File: src/rtl/cpu_types_pkg.sv
// Shared CPU types: fetch FSM states, the default fetch-queue entry layout and a
// saturating counter helper.
package cpu_types_pkg;

    typedef enum logic [1:0] {
        FETCH  = 2'd0,
        SQUASH = 2'd1,
        HALTED = 2'd2
    } fetch_state_t;

    localparam int XLEN = 32;

    typedef struct packed {
        logic [XLEN-1:0] instr;
        logic [XLEN-1:0] pc;
    } fetch_entry_t;

    function automatic logic [31:0] sat_add32(input logic [31:0] a, input logic [31:0] b);
        logic [32:0] sum;
        sum = {1'b0, a} + {1'b0, b};
        return sum[32] ? 32'hFFFF_FFFF : sum[31:0];
    endfunction

endpackage

File: src/rtl/fetch_queue.sv
// Prefetch FIFO of {instr, pc} entries with a combinational head; flush beats push/pop
// and reset clears the storage as well as the pointers.
module fetch_queue
    import cpu_types_pkg::*;
#(
    parameter type entry_t = fetch_entry_t,
    parameter int  DEPTH   = 4
) (
    input  logic                   CLK,
    input  logic                   RST,
    input  logic                   push,
    input  entry_t                 push_data,
    input  logic                   pop,
    input  logic                   flush,
    output entry_t                 head,
    output logic [$clog2(DEPTH):0] count,
    output logic                   full,
    output logic                   empty
);

    localparam int PW = $clog2(DEPTH);
    localparam int CW = PW + 1;

    entry_t          mem_reg [DEPTH];
    logic [PW-1:0]   wr_ptr_reg;
    logic [PW-1:0]   rd_ptr_reg;
    logic [CW-1:0]   count_reg;
    logic            do_push;
    logic            do_pop;

    assign empty   = (count_reg == '0);
    assign full    = (count_reg == CW'(DEPTH));
    assign do_pop  = pop && !empty;
    assign do_push = push && (!full || do_pop);

    always_ff @(posedge CLK) begin
        if (RST) begin
            for (int i = 0; i < DEPTH; i++) begin
                mem_reg[i] <= '0;
            end
        end else if (do_push && !flush) begin
            mem_reg[wr_ptr_reg] <= push_data;
        end
    end

    // DEPTH is a power of two, so the pointers wrap on their own.
    always_ff @(posedge CLK) begin
        if (RST || flush) begin
            wr_ptr_reg <= '0;
            rd_ptr_reg <= '0;
            count_reg  <= '0;
        end else begin
            if (do_push) begin
                wr_ptr_reg <= wr_ptr_reg + PW'(1);
            end
            if (do_pop) begin
                rd_ptr_reg <= rd_ptr_reg + PW'(1);
            end
            count_reg <= count_reg + CW'(do_push) - CW'(do_pop);
        end
    end

    assign head  = mem_reg[rd_ptr_reg];
    assign count = count_reg;

endmodule

File: src/rtl/fetch_unit.sv
// Instruction-fetch front end: owns the PC, prefetches into fetch_queue, handles
// redirect/squash and halt. Define FETCH_PERF_EN to add saturating perf counters.
module fetch_unit
    import cpu_types_pkg::*;
#(
    parameter int                WORD_W  = 32,
    parameter logic [WORD_W-1:0] PC_INIT = '0,
    parameter int                DEPTH   = 4
) (
    input  logic                   CLK,
    input  logic                   RST,
    output logic                   imemREN,
    output logic [WORD_W-1:0]      imemaddr,
    input  logic [WORD_W-1:0]      imemload,
    input  logic                   ihit,
    input  logic                   redirect,
    input  logic [WORD_W-1:0]      redirect_pc,
    input  logic                   halt,
    input  logic                   stall,
    output logic                   instr_valid,
    output logic [WORD_W-1:0]      instr,
    output logic [WORD_W-1:0]      instr_pc,
    output logic [$clog2(DEPTH):0] q_count
`ifdef FETCH_PERF_EN
    ,
    output logic [31:0]            perf_fetched,
    output logic [31:0]            perf_squashed,
    output logic [31:0]            perf_qfull
`endif
);

    typedef struct packed {
        logic [WORD_W-1:0] instr;
        logic [WORD_W-1:0] pc;
    } entry_t;

    fetch_state_t          state_reg, state_next;
    logic [WORD_W-1:0]     fetch_pc_reg, fetch_pc_next;
    logic [WORD_W-1:0]     target_reg, target_next;
    logic [WORD_W-1:0]     redirect_word;
    logic                  run_reg;
    logic                  hit, push, pop, flush;
    logic                  q_full, q_empty;
    entry_t                head, push_entry;
    logic [$clog2(DEPTH):0] count;

    assign redirect_word = {redirect_pc[WORD_W-1:2], 2'b00};
    assign push_entry    = '{instr: imemload, pc: fetch_pc_reg};

    // run_reg keeps the bus idle for the first cycle after reset.
    always_ff @(posedge CLK) begin
        if (RST) begin
            state_reg    <= FETCH;
            fetch_pc_reg <= PC_INIT;
            target_reg   <= '0;
            run_reg      <= 1'b0;
        end else begin
            state_reg    <= state_next;
            fetch_pc_reg <= fetch_pc_next;
            target_reg   <= target_next;
            run_reg      <= 1'b1;
        end
    end

    always_comb begin
        state_next    = state_reg;
        fetch_pc_next = fetch_pc_reg;
        target_next   = target_reg;
        push          = 1'b0;
        flush         = 1'b0;
        if (halt) begin
            state_next = HALTED;
            flush      = 1'b1;
        end else if (state_reg == HALTED) begin
            state_next = HALTED;
        end else if (redirect) begin
            flush = 1'b1;
            if (imemREN && !hit) begin
                // Outstanding beat must still drain before the new target is fetched.
                target_next = redirect_word;
                state_next  = SQUASH;
            end else begin
                fetch_pc_next = redirect_word;
                state_next    = FETCH;
            end
        end else if (state_reg == SQUASH) begin
            if (hit) begin
                fetch_pc_next = target_reg;
                state_next    = FETCH;
            end
        end else if (hit) begin
            push          = 1'b1;
            fetch_pc_next = fetch_pc_reg + WORD_W'(4);
        end
    end

    always_comb begin
        imemREN = 1'b0;
        if (run_reg) begin
            imemREN = (state_reg == SQUASH) || ((state_reg == FETCH) && !q_full);
        end
    end

    assign hit         = imemREN && ihit;
    assign pop         = !q_empty && !stall;
    assign imemaddr    = fetch_pc_reg;
    assign instr_valid = !q_empty;
    assign instr       = head.instr;
    assign instr_pc    = head.pc;
    assign q_count     = count;

    fetch_queue #(
        .entry_t (entry_t),
        .DEPTH   (DEPTH)
    ) u_queue (
        .CLK       (CLK),
        .RST       (RST),
        .push      (push),
        .push_data (push_entry),
        .pop       (pop),
        .flush     (flush),
        .head      (head),
        .count     (count),
        .full      (q_full),
        .empty     (q_empty)
    );

`ifdef FETCH_PERF_EN
    logic [31:0] fetched_reg, squashed_reg, qfull_reg;
    logic [31:0] squash_inc;

    assign squash_inc = 32'(hit && !push) + (flush ? 32'(count) : 32'd0);

    always_ff @(posedge CLK) begin
        if (RST) begin
            fetched_reg  <= '0;
            squashed_reg <= '0;
            qfull_reg    <= '0;
        end else begin
            fetched_reg  <= sat_add32(fetched_reg, 32'(push));
            squashed_reg <= sat_add32(squashed_reg, squash_inc);
            qfull_reg    <= sat_add32(qfull_reg, 32'(q_full));
        end
    end

    assign perf_fetched  = fetched_reg;
    assign perf_squashed = squashed_reg;
    assign perf_qfull    = qfull_reg;
`endif

endmodule

File: config.mk
export PLATFORM = sky130hd
export DESIGN_NAME = fetch_unit
export DESIGN_NICKNAME = d
export VERILOG_FILES = /design/src/rtl/cpu_types_pkg.sv /design/src/rtl/fetch_queue.sv /design/src/rtl/fetch_unit.sv
export SDC_FILE = /design/constraint.sdc
export NUM_CORES = 1
export LEC_CHECK = 0
export BUFFER_PORTS_ARGS = -buffer_cell sky130_fd_sc_hd__buf_2
export CAP_MARGIN = 25
export CORE_AREA = 2 2 185 187
export DETAILED_ROUTE_END_ITERATION = 10
export DIE_AREA = 0 0 187 189
export MAX_ROUTING_LAYER = met4
export PLACE_DENSITY = 0.72
export SYNTH_ARGS = -nofsm -noshare
export SYNTH_HDL_FRONTEND = slang
export SYNTH_SLANG_ARGS = --single-unit
export TNS_END_PERCENT = 10
File: constraint.sdc
create_clock -name CLK -period 6.54 [get_ports CLK]
set_clock_uncertainty 0.15 [all_clocks]
set_input_delay 0.654 -clock CLK [delete_from_list [all_inputs] [get_ports CLK]]
set_output_delay 0.654 -clock CLK [all_outputs]
set_load 0.05 [all_outputs]
======== Word-level counts from Yosys, hierarchy flattened ========
Memories as Yosys holds them, arrays and structs flattened. A register that Yosys moved wholly into a read port is not among the register bits.
Index checks and enable logic that the tools add are counted.
storage, ports and cells
  logic and storage cells ................. 78
  output and inout port bits .............. 101
  register bits ........................... 72
  ROM bits ................................ 0
  bits in writable memories ............... 256
  memories ................................ 1
  input port bits ......................... 70
  bits in latches ......................... 0
memory list
  name             words  width  rd ports  clocked after memory_dff  write ports  line               text
  u_queue.mem_reg  4      64     1         1                         4            fetch_queue.sv:24  entry_t mem_reg [DEPTH];
operators by class
  order comparisons ....................... 0
  equal/unequal tests ..................... 4
  reductions and logical operators ........ 27
  add/sub/neg operators ................... 5
  div/mod/pow operators ................... 0
  multiply operators ...................... 0
  shift operators ......................... 0
  mux-type cells .......................... 31
  bitwise logic cells ..................... 2
operator list
  kind                     count
  $mux W32                 5
  $mux W64                 1
  $reduce_or A64 Y1        1
  $add A32 B3 Y32 const B  1
  $mux W1                  17
  $mux W2                  8
  $reduce_and A4 Y1        2
  $reduce_bool A4 Y1       2
  $logic_and A1 B1 Y1      7
  $logic_not A1 Y1         5
  $add A2 B1 Y2 const B    2
  $reduce_and A2 Y1        2
  $reduce_bool A2 Y1       2
  $add A3 B1 Y3            1
  $eq A3 B3 Y1 const B     1
  $logic_not A3 Y1         1
  $logic_or A1 B1 Y1       3
  $reduce_or A3 Y1         1
  $sub A3 B1 Y3            1
  $eq A2 B1 Y1 const B     1
  $eq A2 B2 Y1 const B     1
  $logic_not A2 Y1         1
  $ne A2 B2 Y1 const B     1
  $not A1 Y1               2

======== Depth between registers and ports, before layout ========
Gate-level depths: netlist (run 1).
  depth in word-level cells ............... 18
  gate-level depth with buffers ........... 13
  gate-level depth less buffers ........... 11

======== Modules after synthesis ========
Synthesis (run 1) repeated with hierarchy kept, for this count alone.
second synthesis, totals
  cell total of the unflattened synthesis .. 1145
  area, all modules ....................... 14928.1 sq um
by module, submodules not included
  module       cells an instance  times used  area an instance (sq um)  sequential area each (sq um)
  fetch_queue  669                1           11448.5                   7867.5
  fetch_unit   476                1           3479.6                    1261.2

======== Worst setup path after synthesis (run 1) ========
No wires, ideal clock.
  path type ............................... input -> register
  start point ............................. input port redirect
  end point ............................... memory u_queue.mem_reg[3][10] in the netlist's numbering (enable)
  data required time ...................... 5.879 ns
  cell stages on the path ................. 7
  setup time .............................. 0.511 ns
  path slack .............................. 0.710 ns
  arrival ................................. 5.169 ns
  path buffers ............................ 3
  cell sequence ........................... buf_2 -> or2_1 -> or4_1 -> buf_2 -> or3_1 -> buf_4 -> a22oi_1
RTL lines
  item             line               text
  start, declared  fetch_unit.sv:16   input logic redirect,
  end, declared    fetch_queue.sv:24

==> results of run 1 <==
[synthesized netlist by cell type, drive strengths merged (3+ instances only)]
master  instances  area, sq um
nand2         109          409
and3            6         37.5
and4            3         26.3
clkbuf         64          241
a311oi          4         35.0
dfxtp          72         1440
o21a            7         52.6
mux2i           4         40.0
nor2b           3         18.8
or4             3         22.5
o21ai          34          170
a221oi          3         26.3
a31oi          10         62.6
xnor2           6         52.6
edfxtp        252         7570
or3             3         18.8
nor3           15         91.3
nand4          12         75.1
o32ai           4         35.0
a21oi          65          325
buf            28          163
inv            21         78.8
or2             5         31.3
and2          238         1490
o211ai          8         60.1
mux4           63         1420
nand3          11         55.1
nor2           40          150
ha              6         75.1
xor2            9         78.8
nor4           16          106
[cell families after synthesis]
| family | Yosys count | synth area share [%] |
|---|---|---|
| multiplexers | 67 | 9.85 |
| AND/OR/NAND/NOR | 472 | 17.7 |
| XOR/XNOR | 15 | 0.887 |
| other | 1 | 0.0253 |
| flip-flops | 324 | 60.8 |
| buffers and inverters | 114 | 3.29 |
| AO/OA/AOI/OAI | 162 | 6.78 |
| adder cells (fa/ha/maj) | 7 | 0.642 |
[how the worst max path moves through the flow]
| stage | startpoint | to | slack, ns | cells after the start |
|---|---|---|---|---|
| CTS | state_reg[1]$_SDFFE_PP0P_ | u_queue.mem_reg[1][52]$_SDFFCE_PN0P_ | 2.48 | 7 |
| floorplan | redirect | u_queue.mem_reg[3][10]$_DFFE_PP_ | 0.71 | 7 |
| detailed placement | redirect | u_queue.mem_reg[1][34]$_SDFFCE_PN0P_ | 2.38 | 6 |
| finish | state_reg[1]$_SDFFE_PP0P_ | u_queue.mem_reg[1][41]$_SDFFCE_PN0P_ | 2.62 | 8 |
| global route | state_reg[1]$_SDFFE_PP0P_ | u_queue.mem_reg[1][36]$_SDFFCE_PN0P_ | 2.46 | 8 |
| global placement | redirect | u_queue.mem_reg[1][55]$_SDFFCE_PN0P_ | 2.44 | 6 |
[layer usage]
layer	track usage [%]	vias up	routed length (microns)
met5	-	-	0
met2	34.1	360	17300
met4	5.49	0	659
met3	3.47	50	2430
met1	26.3	4710	14700
li1	-	4508	-
[critical path, stage by stage, from the launching register on]
cell	delay, ns
dfxtp_1	0.36
inv_1	0.08
ha_1	0.20
or2_1	0.42
or4_1	0.72
or3_1	0.63
nor3_4	0.22
or2_4	0.49
buf_12	0.30
[metrics by stage]
stage	area, sq um	hold slack [ns]	setup slack [ns]	utilization [%]
after detailed placement	16000	0.292	2.38	48.0
after floorplan	14800	0.281	0.710	-
final	17100	0.244	2.62	51.4
after CTS	17000	0.223	2.48	51.1
after global routing	17100	0.238	2.46	51.4
after global placement	16000	0.287	2.44	48.0
[report_power, final]
group | internal, mW | switching [mW]
Clock | 1.05 | 0.766
Sequential | 2.28 | 0.0513
Combinational | 0.0972 | 0.246
[area by class of cell]
cell class	count	area share, %
clock buffers	53	5.82
clock inverters	10	0.241
inverters	22	0.483
multi-input cells	729	31.3
flip-flops and latches	324	52.7
well taps	448	3.28
repair buffers	185	6.16
==> metrics.csv, run 1 <==
stage,metric,value,unit
run_status,status,"complete, no violations",
global_routing,grt.overflow.total,0,
sta,slew_viol_final,0,
finish,nets,1374,
die,core,33300,sq um
routing,num_vias,9628,
run,maxCapViolations,0,
die,die_area,35300,sq um
cts,cts.sinks,324,
finish,multi_input_area,5360,sq um
sta,finalCriticalPeriod,3.92,ns
place,place_inst,1704,
pwr,peakVddDrop,0.192,mV
finish,layout_common_cells,"edfxtp_1 (252), and2_1 (237), buf_2 (166), nand2_1 (109), dfxtp_1 (70)",
sta,max_slew_margin,35.4,%
finish,n_fill_cell,2839,
die,start_util,44.5,%
global_routing,grt_pass1_vias,9787,
die,die_w,187,microns
sta,rsz0062_at_grt,no,
hold_path,hold_end,target_reg[25]$_SDFFE_PP0P_,
place,place_congestion,0.883,
synthesis,async_flop_share,0,%
synthesis,synth_edf_count,252,
cts,cts_setup_buffers,0,
setup_path,crit_fanout,32,
pwr,powerDensity,263,nW/um^2
setup_path,rr_endpoint,u_queue.mem_reg[1][41]$_SDFFCE_PN0P_,
setup_path,worst-setup-path-type,flip-flop to flip-flop,
global_routing,antenna_found_initial,0,
synthesis,ys.flop_type,edfxtp_1,
routing,drt_pass1_iterations,5,
finish,drive_gt1_share,23.0,%
finish,layout_commonest_cell,edfxtp_1,
setup_path,worstSetupStartpointType,flip-flop,
global_routing,grt_usage,20.5,%
synthesis,postSynthCellCount,1162,
synthesis,yosysWarnings,0,
global_routing,grt_start_max_net_pins,64,
setup_path,reg2reg_setup_slack,2.62,ns
finish,n_antenna_cell,0,
setup_path,worstPathRequired,6.58,ns
cts,hold_buffers,0,
synthesis,ys_seq_area_share,60.8,%
place,hpwl,20.6,mm
routing,wl,35.1,mm
cts,clockBufferDepth,3,
setup_path,cp_data_arrival_time,3.96,ns
routing,remaining_drc_errors,0,
routing,postRouteAntennaNets,0,
hold_path,hold_path_depth,3,
place,numPortBuffers,166,
cts,clock_latency,0.51,ns
finish,fin_cells,1771,
synthesis,syn-cell-area,14800,sq um
synthesis,synth_cell_types,68,
sta,fmax,255,MHz
synthesis,synth_area_per_cell,12.7,sq um
cts,post_cts_resized,0,
setup_path,worst_setup_path_end_kind,flip-flop,
die,io-pin-count,171,
finish,regArea,9020,sq um
die,placementRows,67,
setup_path,r2r_cells,8,
finish,largest_reg_flops,252,
sta,hold_viol_final,0,
pwr,p_total,4.49,mW
pwr,p_leak,6.30,nW
finish,syn_to_final_growth,15.5,%
cts,cts_tree,yes,
cts,htree_levels,2,
sta,finalSetupViolations,0,
routing,wire_per_inst,19.8,microns
global_routing,grt_pass1_wl,54.9,mm
routing,routed_via_density,5.44,
synthesis,synth_seq_cells,324,
die,dieHeight,189,microns
cts,cts-root-buf,clkbuf_16,
hold_path,hp-start,redirect_pc[25],
cts,cts_buffers,35,
sta,fin_tns_setup,0,ns
sta,fin_crit_sh,59.9,%
setup_path,worst_r2r_startpoint,state_reg[1]$_SDFFE_PP0P_,
sta,worst-slew-pin-transition,0.969,ns
hold_path,hold_path_class,primary input to flip-flop,
cts,clk_pin_slew_worst_paths,0.06,ns
routing,first_iter_violations,796,
No activity file was read; power rests on OpenSTA's default activity.
==> run 2, diff against run 1 <==
Settings changed: PLACE_DENSITY 0.72 to 0.75.
Clock period 6.54 ns to 3.6 ns, I/O delays scaled along.
==> metrics.csv, run 2 (synthesized netlist as in run 1, its figures left out) <==
stage,metric,value,unit
die,dieHeight,189,microns
sta,fmax,303,MHz
routing,wl,35.9,mm
routing,remaining_drc_errors,0,
setup_path,cp_data_arrival_time,3.31,ns
finish,largest_reg_flops,252,
sta,hold_slack,0.0217,ns
place,hpwl,21.7,mm
die,start_util,44.5,%
setup_path,r2r_cells,7,
sta,max_slew_margin,35.2,%
cts,cts.sinks,324,
place,place_congestion,0.845,
hold_path,hold_path_class,primary input to flip-flop,
pwr,p_leak,6.55,nW
run_status,status,"complete, no violations",
run,maxCapViolations,0,
cts,cts-root-buf,clkbuf_16,
routing,postRouteAntennaNets,0,
routing,drt_pass1_iterations,5,
routing,wire_per_inst,19.7,microns
sta,finalCriticalPeriod,3.30,ns
hold_path,hold_path_depth,2,
pwr,peakVddDrop,0.348,mV
global_routing,grt_usage,20.7,%
cts,clock_latency,0.51,ns
setup_path,worst-setup-path-type,flip-flop to flip-flop,
routing,routed_via_density,5.47,
finish,n_antenna_cell,0,
finish,n_fill_cell,2790,
finish,drive_gt1_share,24.2,%
finish,regArea,9020,sq um
pwr,powerDensity,463,nW/um^2
cts,cts_tree,yes,
cts,htree_levels,2,
sta,fin_tns_setup,0,ns
die,die_area,35300,sq um
die,core,33300,sq um
cts,clockBufferDepth,3,
finish,layout_commonest_cell,edfxtp_1,
global_routing,antenna_found_initial,0,
setup_path,worst_setup_path_end_kind,flip-flop,
cts,clk_pin_slew_worst_paths,0.06,ns
global_routing,grt_pass1_vias,9871,
die,placementRows,67,
pwr,p_total,8.19,mW
setup_path,worstSetupStartpointType,flip-flop,
place,numPortBuffers,166,
global_routing,grt_pass1_wl,55.3,mm
routing,first_iter_violations,928,
cts,hold_buffers,42,
die,die_w,187,microns
global_routing,grt_start_max_net_pins,64,
setup_path,worstPathRequired,3.60,ns
cts,cts_setup_buffers,0,
place,place_inst,1723,
finish,multi_input_area,5370,sq um
cts,post_cts_resized,0,
sta,slew_viol_final,0,
sta,hold_viol_final,0,
finish,nets,1431,
sta,fin_crit_sh,91.7,%
cts,cts_buffers,35,
finish,layout_common_cells,"edfxtp_1 (252), and2_1 (237), buf_2 (166), nand2_1 (109)",
die,io-pin-count,171,
setup_path,crit_fanout,63,
global_routing,grt.overflow.total,0,
sta,finalSetupViolations,0,
finish,fin_cells,1826,
sta,rsz0062_at_grt,no,
finish,syn_to_final_growth,19.3,%
routing,num_vias,9997,
sta,worst-slew-pin-transition,0.972,ns
==> run 2: cell count changes in the layout (fill, tap and decap cells not counted), sizes merged <==
cell / change
dlygate4sd3: +42
buf: +15
clkbuf: -10
clkinv: +5
bufinv: +1
clkinvlp: +1
inv: +1
==> run 2: layout make-up <==
| cell class | count | share of cell area [%] |
|---|---|---|
| Multi-Input combinational cell | 729 | 30.4 |
| Clock buffer | 43 | 5.14 |
| Inverter | 22 | 0.468 |
| Sequential cell | 324 | 51.1 |
| Timing Repair Buffer | 242 | 9.10 |
| Clock inverter | 18 | 0.630 |
| Tap cell | 448 | 3.17 |
==> run 2: through the flow <==
stage	setup slack [ns]	utilization [%]	area [sq um]
2_1_floorplan	-0.627	-	14900
3_3_place_gp	0.366	48.8	16200
3_5_place_dp	0.308	48.8	16200
4_1_cts	0.296	53.1	17700
5_1_grt	0.172	53.1	17700
6_report	0.297	53.1	17700
==> run 2: worst paths after layout <==
path         slack, ns                                   end                        from
max               0.30      u_queue.mem_reg[3][50]$_DFFE_PP_   state_reg[0]$_SDFFE_PP0P_
max reg2reg       0.30      u_queue.mem_reg[3][50]$_DFFE_PP_   state_reg[0]$_SDFFE_PP0P_
min               0.02  u_queue.mem_reg[0][33]$_SDFFCE_PN0P_                 imemload[1]
min reg2reg       0.30            target_reg[8]$_SDFFE_PP0P_  target_reg[8]$_SDFFE_PP0P_
==> run 2: report_power, final <==
group | switching [mW] | internal, mW | total [mW]
sequential | 0.0925 | 4.14 | 4.24
clock | 1.42 | 1.86 | 3.28
combinational | 0.459 | 0.213 | 0.672
==> run 2: critical path, cell delays in order, from the launching register on <==
cell and delay [ns]:
dfxtp_2 0.36, inv_2 0.05, ha_2 0.19, or2_1 0.26, or4_1 0.61, or3_1 0.59
a22oi_2 0.28, buf_12 0.39
==> run 2: metal layers <==
metal  track usage (%)  up-vias  part of all wire (%)  wire length [microns]
met5                 -        -                     0                      0
met4              5.56        0                   1.9                    697
met3              2.98       48                   7.4                   2650
met2              34.7      420                    49                  17600
met1              26.5     4914                    42                  14900
li1                  -     4615                     -                      -
==> run 3, diff against run 2 <==
Settings changed: PLACE_DENSITY 0.75 to 0.63.
==> metrics.csv, run 3 (synthesized netlist as in run 1, its figures left out) <==
stage,metric,value,unit
setup_path,cp_data_arrival_time,3.18,ns
finish,layout_commonest_cell,edfxtp_1,
finish,final_util,54.1,%
routing,wire_per_inst,19.6,microns
place,hpwl,21.9,mm
cts,cts-root-buf,clkbuf_16,
setup_path,worstSetupStartpointType,flip-flop,
sta,fin_ws,0.484,ns
routing,routed_via_density,5.36,
pwr,p_sw,2.01,mW
run_status,status,"complete, no violations",
cts,cts.sinks,324,
place,place_inst,1724,
hold_path,hold_path_class,primary input to flip-flop,
global_routing,grt_pass1_wl,56.0,mm
pwr,p_comb_share,8.0,%
finish,drive_gt1_share,24.4,%
finish,fin_cells,1844,
sta,finalCriticalPeriod,3.12,ns
sta,worst-slew-pin-transition,0.760,ns
global_routing,grt_start_max_net_pins,64,
die,die_area,35300,sq um
pwr,peakVddDrop,0.297,mV
hold_path,hold_path_depth,2,
setup_path,crit_fanout,22,
global_routing,grt_pass1_vias,9865,
cts,clk_pin_slew_worst_paths,0.06,ns
finish,layout_common_cells,"edfxtp_1 (252), and2_1 (237), buf_2 (166), nand2_1 (109)",
routing,drt_pass1_iterations,5,
die,die_w,187,microns
sta,fmax,321,MHz
sta,max_slew_margin,48.1,%
pwr,switching_share,23.4,%
finish,syn_to_final_growth,21.6,%
global_routing,antenna_found_initial,0,
sta,rsz0062_at_grt,no,
setup_path,worst-setup-path-type,flip-flop to flip-flop,
cts,clock_latency,0.51,ns
routing,wl,36.1,mm
die,placementRows,67,
die,core,33300,sq um
place,place_congestion,0.840,
sta,hold_viol_final,0,
sta,fin_tns_setup,0,ns
cts,cts_buffers,36,
finish,nets,1448,
routing,first_iter_violations,890,
place,numPortBuffers,166,
die,io-pin-count,171,
finish,design_area,18000,sq um
cts,clockBufferDepth,3,
setup_path,worst_setup_path_end_kind,flip-flop,
sta,slew_viol_final,0,
pwr,p_int,6.58,mW
setup_path,r2r_cells,8,
pwr,p_total,8.59,mW
sta,finalSetupViolations,0,
pwr,pwr-share-seq,49.3,%
die,dieHeight,189,microns
global_routing,grt_usage,21.0,%
sta,hold_slack,0.0228,ns
cts,htree_levels,2,
pwr,powerDensity,477,nW/um^2
place,pre_cts_ws,0.445,ns
pwr,clock_power_share,42.6,%
sta,fin_crit_sh,86.6,%
routing,postRouteAntennaNets,0,
routing,remaining_drc_errors,0,
global_routing,grt.overflow.total,0,
setup_path,worstPathRequired,3.67,ns
finish,n_antenna_cell,0,
finish,largest_reg_flops,252,
routing,num_vias,9883,
run,maxCapViolations,0,
cts,cts_setup_buffers,0,
die,start_util,44.5,%
place,placed_area,16300,sq um
pwr,p_leak,6.70,nW
cts,cts_tree,yes,
-- run 3: cell count changes in the layout (fill, tap and decap cells not counted), sizes merged --
cell / previous run / this run
buf: 200 / 201
bufinv: 1 / 5
clkinv: 16 / 14
dlygate4sd3: 42 / 57
-- run 3: worst max-delay path: stages, from the launching register on --
cell and delay, ns:
dfxtp_2 0.36, inv_2 0.05, ha_2 0.19, or2_1 0.26
or4_1 0.44, or3_1 0.54, nor3_4 0.20, or2_4 0.37
buf_12 0.24
-- run 3: final timing paths --
kind	slack (ns)	endpoint	from
worst min-delay path	0.02	u_queue.mem_reg[2][34]$_SDFFCE_PN0P_	imemload[2]
worst max-delay path	0.48	u_queue.mem_reg[1][15]$_SDFFCE_PN0P_	state_reg[0]$_SDFFE_PP0P_
worst max register to register	0.48	u_queue.mem_reg[1][15]$_SDFFCE_PN0P_	state_reg[0]$_SDFFE_PP0P_
worst min register to register	0.30	target_reg[26]$_SDFFE_PP0P_	target_reg[26]$_SDFFE_PP0P_
-- run 3: metal layers --
metal | GRT usage (%) | share of wire (%) | vias up | wire length (microns)
met5 | - | 0 | - | 0
met3 | 2.98 | 5.6 | 49 | 2010
li1 | - | - | 4659 | -
met1 | 27.6 | 44 | 4854 | 15700
met2 | 34.9 | 49 | 321 | 17700
met4 | 5.07 | 1.8 | 0 | 656
-- run 3: final cells by class --
type                       count  area (sq um)
timing repair buffer         258          1800
fill                        2837         15300
clock inverter                20           238
multi-input combinational    729          5370
tap                          448           561
inverter                      22          82.6
clock buffer                  43           927
sequential                   324          9020
-- run 3: what timing repair did --
action	4_1_cts	5_1_grt
endpoints found under the hold margin	119	0
gates resized for setup	0	0
endpoints found under the setup margin	0	0
hold buffers	57	0
-- run 3: power groups by stage --
stage	Clock [mW]	Sequential, mW	Combinational (mW)
detailed placement	0	4.32	0.644
global route	3.89	4.25	0.734
CTS	3.73	4.24	0.694
global placement	0	4.31	0.639
finish	3.66	4.24	0.688
floorplan	0	4.35	0.358
